## config.mk

```make
export PLATFORM = sky130hd
export DESIGN_NAME = taxi_pcie_us_vpd_mf_flat
export DESIGN_NICKNAME = d
export VERILOG_FILES = /design/src/rtl/taxi_pcie_vpd_pkg.sv /design/src/rtl/taxi_apb_if.sv /design/src/rtl/taxi_pcie_vpd_func.sv /design/src/rtl/taxi_pcie_us_vpd_mf.sv /design/src/flat_wrapper.sv
export SDC_FILE = /design/constraint.sdc
export NUM_CORES = 1
export LEC_CHECK = 0
export BUFFER_PORTS_ARGS = -buffer_cell sky130_fd_sc_hd__buf_2
export CORE_MARGIN = 4
export CORE_UTILIZATION = 52
export DETAILED_ROUTE_END_ITERATION = 8
export GPL_TIMING_DRIVEN = 0
export PLACE_DENSITY = 0.89
export SYNTH_ARGS = -nofsm -noshare
export SYNTH_HDL_FRONTEND = slang
export SYNTH_SLANG_ARGS = --single-unit
```

## constraint.sdc

```tcl
create_clock -name clk -period 2.45 [get_ports clk]
set_input_delay 0 -clock clk [delete_from_list [all_inputs] [get_ports clk]]
set_output_delay 0 -clock clk [all_outputs]
set_load 0.01 [all_outputs]
```

## src/rtl/taxi_pcie_vpd_pkg.sv

```systemverilog
// Shared constants and types for the multi-function VPD capability.
// Optional APB stall timeout: define TAXI_PCIE_VPD_TIMEOUT_EN.
package taxi_pcie_vpd_pkg;

  localparam int FLAG_BIT = 31;
  localparam int ADDR_LSB = 16;

  localparam logic [7:0] VPD_CAP_ID = 8'h03;
  localparam logic [31:0] VPD_ERR_DATA = 32'hFFFF_FFFF;

  typedef enum logic [1:0] {
    ST_IDLE,
    ST_SETUP,
    ST_ACCESS
  } apb_state_t;

  function automatic int func_w(input int n);
    return (n <= 2) ? 1 : $clog2(n);
  endfunction

endpackage

```

## src/rtl/taxi_apb_if.sv

```systemverilog
// AMBA APB interface bundle with master/slave views.
// Carries optional user sideband fields.
interface taxi_apb_if #(
  parameter int DATA_W = 32,
  parameter int ADDR_W = 32,
  parameter int STRB_W = DATA_W / 8,
  parameter int PAUSER_W = 1,
  parameter int PWUSER_W = 1,
  parameter int PRUSER_W = 1,
  parameter int PBUSER_W = 1
);

  logic [ADDR_W-1:0] paddr;
  logic [2:0] pprot;
  logic psel;
  logic penable;
  logic pwrite;
  logic [DATA_W-1:0] pwdata;
  logic [STRB_W-1:0] pstrb;
  logic pready;
  logic [DATA_W-1:0] prdata;
  logic pslverr;
  logic [PAUSER_W-1:0] pauser;
  logic [PWUSER_W-1:0] pwuser;
  logic [PRUSER_W-1:0] pruser;
  logic [PBUSER_W-1:0] pbuser;

  modport mst (
    output paddr, pprot, psel, penable, pwrite,
    output pwdata, pstrb, pauser, pwuser,
    input pready, prdata, pslverr, pruser, pbuser
  );

  modport slv (
    input paddr, pprot, psel, penable, pwrite,
    input pwdata, pstrb, pauser, pwuser,
    output pready, prdata, pslverr, pruser, pbuser
  );

endinterface

```

## src/rtl/taxi_pcie_vpd_func.sv

```systemverilog
// Per-function VPD address/flag/data registers with write acceptance.
// A function stays busy from an accepted R0 write until its APB completion.
module taxi_pcie_vpd_func
  import taxi_pcie_vpd_pkg::*;
#(
  parameter int VPD_ADDR_W = 15
) (
  input  logic                  clk,
  input  logic                  rst,
  input  logic                  r0_wr,
  input  logic                  r1_wr,
  input  logic [31:0]           wr_data,
  input  logic [3:0]            wr_be,
  input  logic                  cpl,
  input  logic [31:0]           cpl_data,
  output logic [VPD_ADDR_W-1:0] addr,
  output logic [31:0]           data,
  output logic                  flag,
  output logic                  busy
);

  logic r0_acc;
  logic r1_acc;

  assign r0_acc = r0_wr & wr_be[3] & wr_be[2] & ~busy;
  assign r1_acc = r1_wr & ~busy;

  always_ff @(posedge clk) begin
    if (rst) begin
      addr <= '0;
      data <= '0;
      flag <= 1'b0;
      busy <= 1'b0;
    end else begin
      if (r0_acc) begin
        addr <= wr_data[ADDR_LSB +: VPD_ADDR_W];
        flag <= wr_data[FLAG_BIT];
        busy <= 1'b1;
      end else if (cpl) begin
        // flag toggles: a write clears it, a read sets it
        flag <= ~flag;
        busy <= 1'b0;
        if (!flag) begin
          data <= cpl_data;
        end
      end
      if (r1_acc) begin
        for (int i = 0; i < 4; i++) begin
          if (wr_be[i]) begin
            data[i*8 +: 8] <= wr_data[i*8 +: 8];
          end
        end
      end
    end
  end

endmodule

```

## src/rtl/taxi_pcie_us_vpd_mf.sv

```systemverilog
// Multi-function VPD capability sharing one APB master across functions.
// Define TAXI_PCIE_VPD_TIMEOUT_EN to abort stalled APB transfers.
module taxi_pcie_us_vpd_mf
  import taxi_pcie_vpd_pkg::*;
#(
  parameter int         FUNC_CNT    = 2,
  parameter logic [7:0] CAP_ID      = VPD_CAP_ID,
  parameter logic [7:0] CAP_OFFSET  = 8'hB0,
  parameter logic [7:0] CAP_NEXT    = 8'h00,
  parameter int         VPD_ADDR_W  = 15,
  parameter int         TIMEOUT_CYC = 4096
) (
  input  logic        clk,
  input  logic        rst,
  taxi_apb_if.mst     m_apb,
  input  logic        cfg_ext_read_received,
  input  logic        cfg_ext_write_received,
  input  logic [9:0]  cfg_ext_register_number,
  input  logic [7:0]  cfg_ext_function_number,
  input  logic [31:0] cfg_ext_write_data,
  input  logic [3:0]  cfg_ext_write_byte_enable,
  output logic [31:0] cfg_ext_read_data,
  output logic        cfg_ext_read_data_valid
);

  localparam int FUNC_W = func_w(FUNC_CNT);
  localparam int AW = m_apb.ADDR_W;
  localparam int PW = FUNC_W + VPD_ADDR_W;
  localparam logic [9:0] REG0 = 10'(CAP_OFFSET >> 2);
  localparam logic [9:0] REG1 = REG0 + 10'd1;

  if (m_apb.DATA_W != 32) begin : g_chk_data
    $fatal(1, "APB DATA_W must be 32");
  end
  if (AW < PW) begin : g_chk_addr
    $fatal(1, "APB ADDR_W too narrow for function and VPD address");
  end

  logic [VPD_ADDR_W-1:0] f_addr [FUNC_CNT];
  logic [31:0]           f_data [FUNC_CNT];
  logic [FUNC_CNT-1:0]   f_flag;
  logic [FUNC_CNT-1:0]   f_busy;
  logic [FUNC_CNT-1:0]   r0_wr;
  logic [FUNC_CNT-1:0]   r1_wr;
  logic [FUNC_CNT-1:0]   cpl_vec;

  logic              fn_ok;
  logic [FUNC_W-1:0] fidx;
  logic              r0_hit;
  logic              r1_hit;

  apb_state_t        state;
  apb_state_t        state_nxt;
  logic [FUNC_W-1:0] grant;
  logic [FUNC_W-1:0] ptr;
  logic [FUNC_W-1:0] rr_sel;
  logic              rr_any;
  logic              cpl;
  logic              cpl_err;
  logic              tmo;
  logic [31:0]       cpl_data;
  logic [PW-1:0]     paddr_int;
  logic [31:0]       rd_val;

  assign fn_ok  = cfg_ext_function_number < 8'(FUNC_CNT);
  assign fidx   = cfg_ext_function_number[FUNC_W-1:0];
  assign r0_hit = cfg_ext_register_number == REG0;
  assign r1_hit = cfg_ext_register_number == REG1;

  always_comb begin
    r0_wr = '0;
    r1_wr = '0;
    cpl_vec = '0;
    for (int j = 0; j < FUNC_CNT; j++) begin
      if (cfg_ext_write_received && cfg_ext_function_number == 8'(j)) begin
        r0_wr[j] = r0_hit;
        r1_wr[j] = r1_hit;
      end
      cpl_vec[j] = cpl && grant == FUNC_W'(j);
    end
  end

  for (genvar g = 0; g < FUNC_CNT; g++) begin : g_func
    taxi_pcie_vpd_func #(
      .VPD_ADDR_W(VPD_ADDR_W)
    ) u_func (
      .clk      (clk),
      .rst      (rst),
      .r0_wr    (r0_wr[g]),
      .r1_wr    (r1_wr[g]),
      .wr_data  (cfg_ext_write_data),
      .wr_be    (cfg_ext_write_byte_enable),
      .cpl      (cpl_vec[g]),
      .cpl_data (cpl_data),
      .addr     (f_addr[g]),
      .data     (f_data[g]),
      .flag     (f_flag[g]),
      .busy     (f_busy[g])
    );
  end

  // Round-robin: first busy index above ptr, else wrap to lowest busy
  always_comb begin
    logic hi_any;
    logic [FUNC_W-1:0] hi_sel;
    logic [FUNC_W-1:0] lo_sel;
    hi_any = 1'b0;
    hi_sel = '0;
    lo_sel = '0;
    rr_any = 1'b0;
    for (int j = FUNC_CNT - 1; j >= 0; j--) begin
      if (f_busy[j]) begin
        rr_any = 1'b1;
        if (j > int'(ptr)) begin
          hi_any = 1'b1;
          hi_sel = FUNC_W'(j);
        end else begin
          lo_sel = FUNC_W'(j);
        end
      end
    end
    rr_sel = hi_any ? hi_sel : lo_sel;
  end

  assign cpl      = (state == ST_ACCESS) & (m_apb.pready | tmo);
  assign cpl_err  = m_apb.pready ? m_apb.pslverr : 1'b1;
  assign cpl_data = cpl_err ? VPD_ERR_DATA : m_apb.prdata;

`ifdef TAXI_PCIE_VPD_TIMEOUT_EN
  localparam int CNT_W = $clog2(TIMEOUT_CYC + 1);
  logic [CNT_W-1:0] tmo_cnt;

  always_ff @(posedge clk) begin
    if (rst || state == ST_IDLE) begin
      tmo_cnt <= '0;
    end else if (tmo_cnt != CNT_W'(TIMEOUT_CYC)) begin
      tmo_cnt <= tmo_cnt + 1'b1;
    end
  end

  assign tmo = (state == ST_ACCESS) && (tmo_cnt >= CNT_W'(TIMEOUT_CYC - 1));
`else
  assign tmo = 1'b0;
`endif

  always_ff @(posedge clk) begin
    if (rst) begin
      state <= ST_IDLE;
    end else begin
      state <= state_nxt;
    end
  end

  always_comb begin
    state_nxt = state;
    unique case (state)
      ST_IDLE:   if (rr_any) state_nxt = ST_SETUP;
      ST_SETUP:  state_nxt = ST_ACCESS;
      ST_ACCESS: if (cpl) state_nxt = ST_IDLE;
      default:   state_nxt = ST_IDLE;
    endcase
  end

  always_ff @(posedge clk) begin
    if (rst) begin
      grant <= '0;
      ptr <= '0;
    end else if (state == ST_IDLE && rr_any) begin
      grant <= rr_sel;
      ptr <= rr_sel;
    end
  end

  assign paddr_int = {grant, f_addr[grant]};

  always_comb begin
    m_apb.psel    = state != ST_IDLE;
    m_apb.penable = state == ST_ACCESS;
    m_apb.paddr   = AW'(paddr_int);
    m_apb.pwrite  = f_flag[grant];
    m_apb.pwdata  = f_data[grant];
    m_apb.pprot   = 3'b010;
    m_apb.pstrb   = '1;
    m_apb.pauser  = '0;
    m_apb.pwuser  = '0;
  end

  always_comb begin
    rd_val = '0;
    if (fn_ok && r0_hit) begin
      rd_val = {f_flag[fidx], 15'(f_addr[fidx]), CAP_NEXT, CAP_ID};
    end else if (fn_ok && r1_hit) begin
      rd_val = f_data[fidx];
    end
  end

  always_ff @(posedge clk) begin
    if (rst) begin
      cfg_ext_read_data <= '0;
      cfg_ext_read_data_valid <= 1'b0;
    end else begin
      cfg_ext_read_data <= cfg_ext_read_received ? rd_val : 32'h0;
      cfg_ext_read_data_valid <= cfg_ext_read_received & fn_ok & (r0_hit | r1_hit);
    end
  end

  logic unused_ok;
  assign unused_ok = ^{m_apb.pruser, m_apb.pbuser};

endmodule

```

## src/flat_wrapper.sv

```systemverilog
// flat-port wrapper written by rule: the top's interface ports become plain ports
module taxi_pcie_us_vpd_mf_flat import taxi_pcie_vpd_pkg::*;
#(
  parameter int         FUNC_CNT    = 2,
  parameter logic [7:0] CAP_ID      = VPD_CAP_ID,
  parameter logic [7:0] CAP_OFFSET  = 8'hB0,
  parameter logic [7:0] CAP_NEXT    = 8'h00,
  parameter int         VPD_ADDR_W  = 15,
  parameter int         TIMEOUT_CYC = 4096
)
  (clk, rst, cfg_ext_read_received, cfg_ext_write_received, cfg_ext_register_number, cfg_ext_function_number, cfg_ext_write_data, cfg_ext_write_byte_enable, cfg_ext_read_data, cfg_ext_read_data_valid, m_apb_paddr, m_apb_pprot, m_apb_psel, m_apb_penable, m_apb_pwrite, m_apb_pwdata, m_apb_pstrb, m_apb_pauser, m_apb_pwuser, m_apb_pready, m_apb_prdata, m_apb_pslverr, m_apb_pruser, m_apb_pbuser);
  taxi_apb_if #(.DATA_W(32), .ADDR_W((20))) m_apb_i ();
  input  logic clk;
  input  logic rst;
  input  logic cfg_ext_read_received;
  input  logic cfg_ext_write_received;
  input  logic [9:0] cfg_ext_register_number;
  input  logic [7:0] cfg_ext_function_number;
  input  logic [31:0] cfg_ext_write_data;
  input  logic [3:0] cfg_ext_write_byte_enable;
  output logic [31:0] cfg_ext_read_data;
  output logic cfg_ext_read_data_valid;
  output wire logic [$bits(m_apb_i.paddr)-1:0] m_apb_paddr;
  output wire logic [$bits(m_apb_i.pprot)-1:0] m_apb_pprot;
  output wire logic [$bits(m_apb_i.psel)-1:0] m_apb_psel;
  output wire logic [$bits(m_apb_i.penable)-1:0] m_apb_penable;
  output wire logic [$bits(m_apb_i.pwrite)-1:0] m_apb_pwrite;
  output wire logic [$bits(m_apb_i.pwdata)-1:0] m_apb_pwdata;
  output wire logic [$bits(m_apb_i.pstrb)-1:0] m_apb_pstrb;
  output wire logic [$bits(m_apb_i.pauser)-1:0] m_apb_pauser;
  output wire logic [$bits(m_apb_i.pwuser)-1:0] m_apb_pwuser;
  input wire logic [$bits(m_apb_i.pready)-1:0] m_apb_pready;
  input wire logic [$bits(m_apb_i.prdata)-1:0] m_apb_prdata;
  input wire logic [$bits(m_apb_i.pslverr)-1:0] m_apb_pslverr;
  input wire logic [$bits(m_apb_i.pruser)-1:0] m_apb_pruser;
  input wire logic [$bits(m_apb_i.pbuser)-1:0] m_apb_pbuser;
  assign m_apb_paddr = m_apb_i.paddr;
  assign m_apb_pprot = m_apb_i.pprot;
  assign m_apb_psel = m_apb_i.psel;
  assign m_apb_penable = m_apb_i.penable;
  assign m_apb_pwrite = m_apb_i.pwrite;
  assign m_apb_pwdata = m_apb_i.pwdata;
  assign m_apb_pstrb = m_apb_i.pstrb;
  assign m_apb_pauser = m_apb_i.pauser;
  assign m_apb_pwuser = m_apb_i.pwuser;
  assign m_apb_i.pready = m_apb_pready;
  assign m_apb_i.prdata = m_apb_prdata;
  assign m_apb_i.pslverr = m_apb_pslverr;
  assign m_apb_i.pruser = m_apb_pruser;
  assign m_apb_i.pbuser = m_apb_pbuser;
  taxi_pcie_us_vpd_mf #(.FUNC_CNT(FUNC_CNT), .CAP_ID(CAP_ID), .CAP_OFFSET(CAP_OFFSET), .CAP_NEXT(CAP_NEXT), .VPD_ADDR_W(VPD_ADDR_W), .TIMEOUT_CYC(TIMEOUT_CYC)) u_core (.clk(clk), .rst(rst), .m_apb(m_apb_i), .cfg_ext_read_received(cfg_ext_read_received), .cfg_ext_write_received(cfg_ext_write_received), .cfg_ext_register_number(cfg_ext_register_number), .cfg_ext_function_number(cfg_ext_function_number), .cfg_ext_write_data(cfg_ext_write_data), .cfg_ext_write_byte_enable(cfg_ext_write_byte_enable), .cfg_ext_read_data(cfg_ext_read_data), .cfg_ext_read_data_valid(cfg_ext_read_data_valid));
endmodule
```

==> impl_results.md, run 1 <==
- Status: completed
- Post-DR vias/cell: around 6.2
- Pwr per Cell Area: 589 nW/um2
- Die Wd: 121 um
- DP HPWL: approximately 16,000 um
- Crit path time final: 2.44 ns
- Routed Antenna Nets: 0
- Starting Density: 52.8%
- CP cell instances: nand3b_1 > or3_1 > clkbuf_1 > buf_2 > buf_2 > o41ai_1 > o22ai_1
- Largest net degree at the start of global routing: 17
- Fillers: 904
- Mapped cell area: 6640 um2
- GRT Util Overall: approximately a third
- Crit-path slowest cell: o41ai_1
- Setup CP Type: reg -> reg
- Register area share after synthesis: 40.4%
- Post-synthesis cell type count: 46
- Synth Register Bits: between 100 and 150
- Crit Path Max Fanout: 10
- CTS Sinks: 134
- EDFF count, synth: 0
- Drt initial violations: 930
- Synthesized instance count: ~750
- CP arrival: 2.73 ns
- Aggregate routed wire length: 24,400 um
- Global route overflow: 0
- Design Power: 5420 uW
- DIE HEIGHT: between 100 and 150 um
- Top achievable clock speed: 0.410 GHz
- Crit-path most repeated cell: buf_2
- Hold slack: 0.0223 ns
- Slew margin rel.: 28.3%
- Min-Delay Path Depth: 4
- Initial antenna violation count: 1
- Clock H-tree levels: 4
- Vias in the first global route: 7,203
- Crit path max-delay family: buffers and inverters
- Final Max Tran Viols: 0
- Cell taking the most area after synthesis: dfxtp_1
- Ratio of cells with drive above 1 in the final layout: approximately a third
- Tcrit/Tclk final: just under 100%
- I/O Buffers: 172
- Largest cells by area after synthesis: dfxtp_1 40%, mux2_2 8.1%, nand2_1 6.3%
- Root buffer cell: clkbuf_16
- Worst-margin pin slew: 1.06 ns
- Final Net Count: 1,111
- Maxcap violations: 0
- # DRC: 0
- CP peak stage delay: around 0.49 ns
- First-pass GRT wire length: 37,400 um
- Max IR drop VDD: just under 500 uV
- Crit path required time: approximately 2.8 ns
- DR pass1 iterations: 7
- Wirelength per Cell: 20.3 um
- R2R depth: 7
- Placement Cell Area: slightly below 8000 um2
- Vias: 7,400
- Lkg Pwr: roughly 0.0038 uW
- CP startpoint kind: register
- Mean Syn Cell Area: 8.90 um2
- Die footprint: around 15,000 um2
- Clock buffer depth: 2
- Setup Skew: 0.00802 ns
- Clock transition at path regs: 0.06 ns
- CTS tree: done
- Final Wtd Congestion: 0.960
- HP Class: in -> reg
- CP Depth: 7
- Async SR Flop Fraction: 0%
- Area Growth Syn to Fin: 38.4%
- Yosys top cell area share: 40.4%
- Dpl cells: around 1,100
- Site Rows: 41
- Ys flop type: dfxtp_1
- YS warnings: 0
- Final cell count without fillers: 1,203
- Setup violators final: 0
- CTS Buf Count: 17
- I/O pins: 191
- Fin util: 73.1%
- Critical path buffer and inverter count: 3
- Fin area: ~9200 um2
- Critical Path Sink Type: register
- Commonest cells in the netlist: 134 x dfxtp_1, 111 x nand2_1, 51 x o21ai_0, 48 x mux2_2, 48 x nor2_1
- Worst skew pair latency: 0.43 ns
- Core area: 12,600 um2
- Cell with the most instances after synthesis: dfxtp_1
- Endpoints failing hold: 0
-- path summary, 6_finish.rpt --
path                                      endpoint  slack (ns)                        startpoint
hold reg to reg   u_core.g_func[1].u_func.addr[12]        0.47  u_core.g_func[1].u_func.addr[12]
setup / recovery   u_core.g_func[0].u_func.data[6]        0.01                   u_core.state[0]
hold / removal                     u_core.state[1]        0.02                      m_apb_pready
setup reg to reg   u_core.g_func[0].u_func.data[6]        0.01                   u_core.state[0]
-- layer usage --
metal  GRT usage [%]  part of all wire (%)  vias to the layer above
li1                -                     -                     3268
met1            38.7                    36                     3398
met2            55.3                    48                      611
met3            8.16                    12                      123
met4            16.1                   4.5                        0
met5               0                     0                        -
-- report_power, final --
part,switching [uW],internal [uW]
Clock,964,1890
Combinational,206,182
Sequential,0.00164,2180
-- state kept, by name, summed over array words and instances (netlist names) --
register                        flops
u_core.g_func.u_func.data          64
u_core.grant                        1
u_core.g_func.u_func.flag           2
u_core.state                        2
u_core.g_func.u_func.busy           2
u_core.g_func.u_func.addr          30
u_core.cfg_ext_read_data_valid      1
u_core.cfg_ext_read_data           32
-- layout make-up --
type / count / area [um2] / area share, %
multi-input combinational: 538 / 3670 / 39.9
sequential: 134 / 2680 / 29.2
timing repair buffer: 241 / 1550 / 16.9
clock buffer: 24 / 482 / 5.24
buffer: 81 / 407 / 4.42
tap: 172 / 215 / 2.34
clock inverter: 8 / 169 / 1.84
inverter: 4 / 15.0 / 0.163
antenna: 1 / 2.50 / 0.0272
-- per-stage QoR --
stage | setup TNS [ns] | worst slack (ns)
2_1_floorplan | 0 | 0.242
6_report | 0 | 0.0128
5_1_grt | -0.157 | -0.119
3_5_place_dp | -18.51 | -0.621
4_1_cts | 0 | 0.0358
3_3_place_gp | -15.90 | -0.537
-- kinds of logic (layout without fill, tap and decap cells) --
logic type	Yosys count	count (layout)	synth area share (%)
compound gates	184	184	18.1
buf+inv	85	358	6.08
flops	134	134	40.4
mux	83	83	16.4
other cells	2	14	0.113
simple gates	258	258	18.9
-- worst min-delay path, stage by stage --
cell	delay, ns
buf_2	0.13
nor2_1	0.09
mux2i_1	0.09
nor2_1	0.10
-- placed cells by master, fill, tap and decap left out, drive strengths merged, types with 5 or more instances in the layout --
master	count
mux4	16
buf	212
o21ai	58
o22ai	16
dfxtp	134
dlygate4sd3	68
clkbuf	66
or3	12
mux2	48
nor2	48
o221ai	17
nand2	111
mux2i	19
a21oi	35
conb	13
or2	8
a41oi	8
a32o	6
nand3	10
nor4	26
bufinv	5
o211ai	23
and2	17
o41ai	16
-- what timing repair did --
item,4_1_cts,5_1_grt
pin swaps,1,1
setup endpoints to repair,43,61
gates resized for setup,6,27
hold buffers,68,0
hold endpoints to repair,98,0
buffers inserted,1,0
No activity file was read; power rests on OpenSTA's default activity.
==> run 2, diff against run 1 <==
--- a/config.mk
+++ b/config.mk
@@ -5,7 +5,7 @@
 export SDC_FILE = /design/constraint.sdc
 export NUM_CORES = 1
 export LEC_CHECK = 0
-export BUFFER_PORTS_ARGS = -buffer_cell sky130_fd_sc_hd__buf_2
+export BUFFER_PORTS_ARGS = -buffer_cell sky130_fd_sc_hd__clkbuf_2
 export CORE_MARGIN = 4
 export CORE_UTILIZATION = 52
 export DETAILED_ROUTE_END_ITERATION = 8
==> run 2 against run 1 <==
The flow now finishes with violations (negative hold slack). Setup slack better by 0.034 ns. Power is 6.5% lower. Clock power is 12% lower. Die area stayed put. Critical path type unchanged.
==> impl_results.md, run 2 (synthesized netlist as in run 1, its figures left out) <==
- Post-DR vias/cell: 6.10 (-0.86%)
- Final cell count without fillers: 1,199 (-0.33%)
- GRT Util Overall: 33.2% (+0.46 points)
- Dpl cells: 1,101 (unchanged)
- Global route overflow: 0 (unchanged)
- Worst-margin pin slew: 1.00 ns (-0.0591 ns)
- Commonest cells after routing, fill and taps aside: 179 x clkbuf_2, 134 x dfxtp_1, 111 x nand2_1
- CTS Sinks: 134 (unchanged)
- Crit path time final: 2.40 ns (-0.0340 ns)
- CTS tree: done
- R2r endpoint: u_core.g_func[0].u_func.data[6]
- Reg2reg setup slack: 0.05 ns (+0.03 ns)
- FF/Latch Area: 2680 um2 (unchanged)
- Fin util: 72.3% (-0.82 points)
- Vias in the first global route: 7,322 (+1.7%)
- Die footprint: 14,600 um2 (unchanged)
- Crit path required time: 2.73 ns (-0.02 ns)
- Setup repair after global routing missed its margin: false
- Setup violators final: 0 (unchanged)
- HP Class: in -> reg
- Maxcap violations: 0 (unchanged)
- Core area: 12,600 um2 (unchanged)
- Pwr per Cell Area: 557 nW/um2 (-5.4%)
- Most common cell after layout, fill and taps aside: clkbuf_2
- CP arrival: 2.68 ns (-0.05 ns)
- First-pass GRT wire length: 37,800 um (+1.1%)
- Fillers: 900 (-0.44%)
- R2R depth: 7 (unchanged)
- DR pass1 iterations: 6 (-1)
- Aggregate routed wire length: 24,400 um (-0.11%)
- Max IR drop VDD: 539 uV (+11%)
- CTS Buf Count: 17 (unchanged)
- Root buffer cell: clkbuf_16
- Design Power: 5070 uW (-6.5%)
- Final Max Tran Viols: 0 (unchanged)
- WHS Endpoint: u_core.cfg_ext_read_data[1]
- HP Start: cfg_ext_function_number[1]
- Site Rows: 41 (unchanged)
- Setup CP Type: reg -> reg
- Final Wtd Congestion: 0.960 (unchanged)
- Failing checks: negative hold slack
- Clock transition at path regs: 0.06 ns (about the same)
- # DRC: 0 (unchanged)
- Lkg Pwr: 0.00368 uW (-2.9%)
- N_diodes: 0 (-1)
- Top Registers: u_core.g_func.u_func.data (64), u_core.cfg_ext_read_data (32), u_core.g_func.u_func.addr (30)
- Starting Density: 52.8% (unchanged)
- CP startpoint kind: register
- Wirelength per Cell: 20.3 um (+0.23%)
- Critical Path Sink Type: register
- Crit Path Max Fanout: 10 (unchanged)
- Register with the most flip-flops: u_core.g_func.u_func.data
- Tcrit/Tclk final: 98.1% (-1.4 points)
- Largest net degree at the start of global routing: 17 (unchanged)
- Multi-input logic area: 3670 um2 (about the same)
- I/O pins: 191 (unchanged)
- Initial antenna violation count: 0 (-1)
- Vias: 7,312 (-1.2%)
- Setup Skew: 0.00669 ns (-0.00134 ns)
- Worst skew pair latency: 0.43 ns (about the same)
- DP HPWL: 15,900 um (-0.66%)
- Status: finished with violations
- Endpoints failing hold: 2 (+2)
- Final Net Count: 1,109 (-0.18%)
- Top achievable clock speed: 0.416 GHz (+1.4%)
- Clock H-tree levels: 4 (unchanged)
- Max reg flops: 64 (unchanged)
- Setup TNS: 0 ns (unchanged)
- Clock buffer depth: 2 (unchanged)
- Slew margin rel.: 32.3% (+4.0 points)
- Ratio of cells with drive above 1 in the final layout: 32.1% (+0.38 points)
- Routed Antenna Nets: 0 (unchanged)
- Area Growth Syn to Fin: 36.8%
- Die Wd: 121 um (unchanged)
- Hold slack: -0.0201 ns (-0.0423 ns)
- DIE HEIGHT: 121 um (unchanged)
- Reg-to-reg startpoint: u_core.state[0]
- Min-Delay Path Depth: 4 (unchanged)
- Drt initial violations: 1,025 (+10%)
- I/O Buffers: 172 (unchanged)
## run 2: critical path: stages (launching register included)
cell and delay (ns):
dfxtp_1 0.36, nand3b_1 0.25, or3_1 0.33, clkbuf_1 0.22
buf_2 0.26, buf_2 0.24, o41ai_1 0.46, o22ai_1 0.13
## run 2: metal layers
layer | part of all wire [%] | vias up | global-route usage (%)
met5 | 0 | - | 0
met4 | 4.6 | 0 | 17.2
met3 | 12 | 110 | 8.34
met2 | 47 | 588 | 54.5
met1 | 37 | 3350 | 40.3
li1 | - | 3264 | -
## run 2: where the power goes
| part | internal (uW) | switching, uW | leakage, uW |
|---|---|---|---|
| sequential | 2180 | 0.00166 | 0.00108 |
| clock | 1510 | 988 | 0.000266 |
| combinational | 181 | 210 | 0.00233 |
| total | 3870 | 1200 | 0.00368 |
## run 2: timing repair
item / in CTS / in global routing
buffers inserted: 1 / 0
resized for setup: 7 / 25
pin swaps: 1 / 0
endpoints found under the hold margin: 99 / 0
hold buffers: 66 / 0
endpoints found under the setup margin: 44 / 60
## run 2: final cells by class
class / count / share of cell area (%)
tap: 172 / 2.37
multi-input combinational: 538 / 40.4
buffer: 81 / 4.46
clock inverter: 13 / 1.47
inverter: 4 / 0.165
clock buffer: 18 / 4.83
sequential: 134 / 29.5
timing repair buffer: 239 / 16.8
## run 2: worst max path at each step
stage	from	end	slack, ns	depth (start not counted)
detailed placement	u_core.grant	u_core.g_func[1].u_func.data[23]	-0.56	8
global placement	u_core.grant	u_core.g_func[1].u_func.data[16]	-0.55	8
CTS	u_core.state[0]	u_core.g_func[0].u_func.data[26]	0.06	7
floorplan	cfg_ext_register_number[7]	u_core.g_func[0].u_func.addr[14]	0.24	8
global route	u_core.state[0]	u_core.g_func[0].u_func.data[10]	0.001	7
finish	u_core.state[0]	u_core.g_func[0].u_func.data[6]	0.05	7
## run 2: through the flow
step	area, um2	setup WS (ns)	hold WS [ns]
floorplan	6680	0.242	0.123
global placement	7760	-0.549	0.266
detailed placement	7760	-0.555	0.267
CTS	9010	0.0604	0.0121
global route	9090	0.00138	0.0171
finish	9090	0.0469	-0.0201
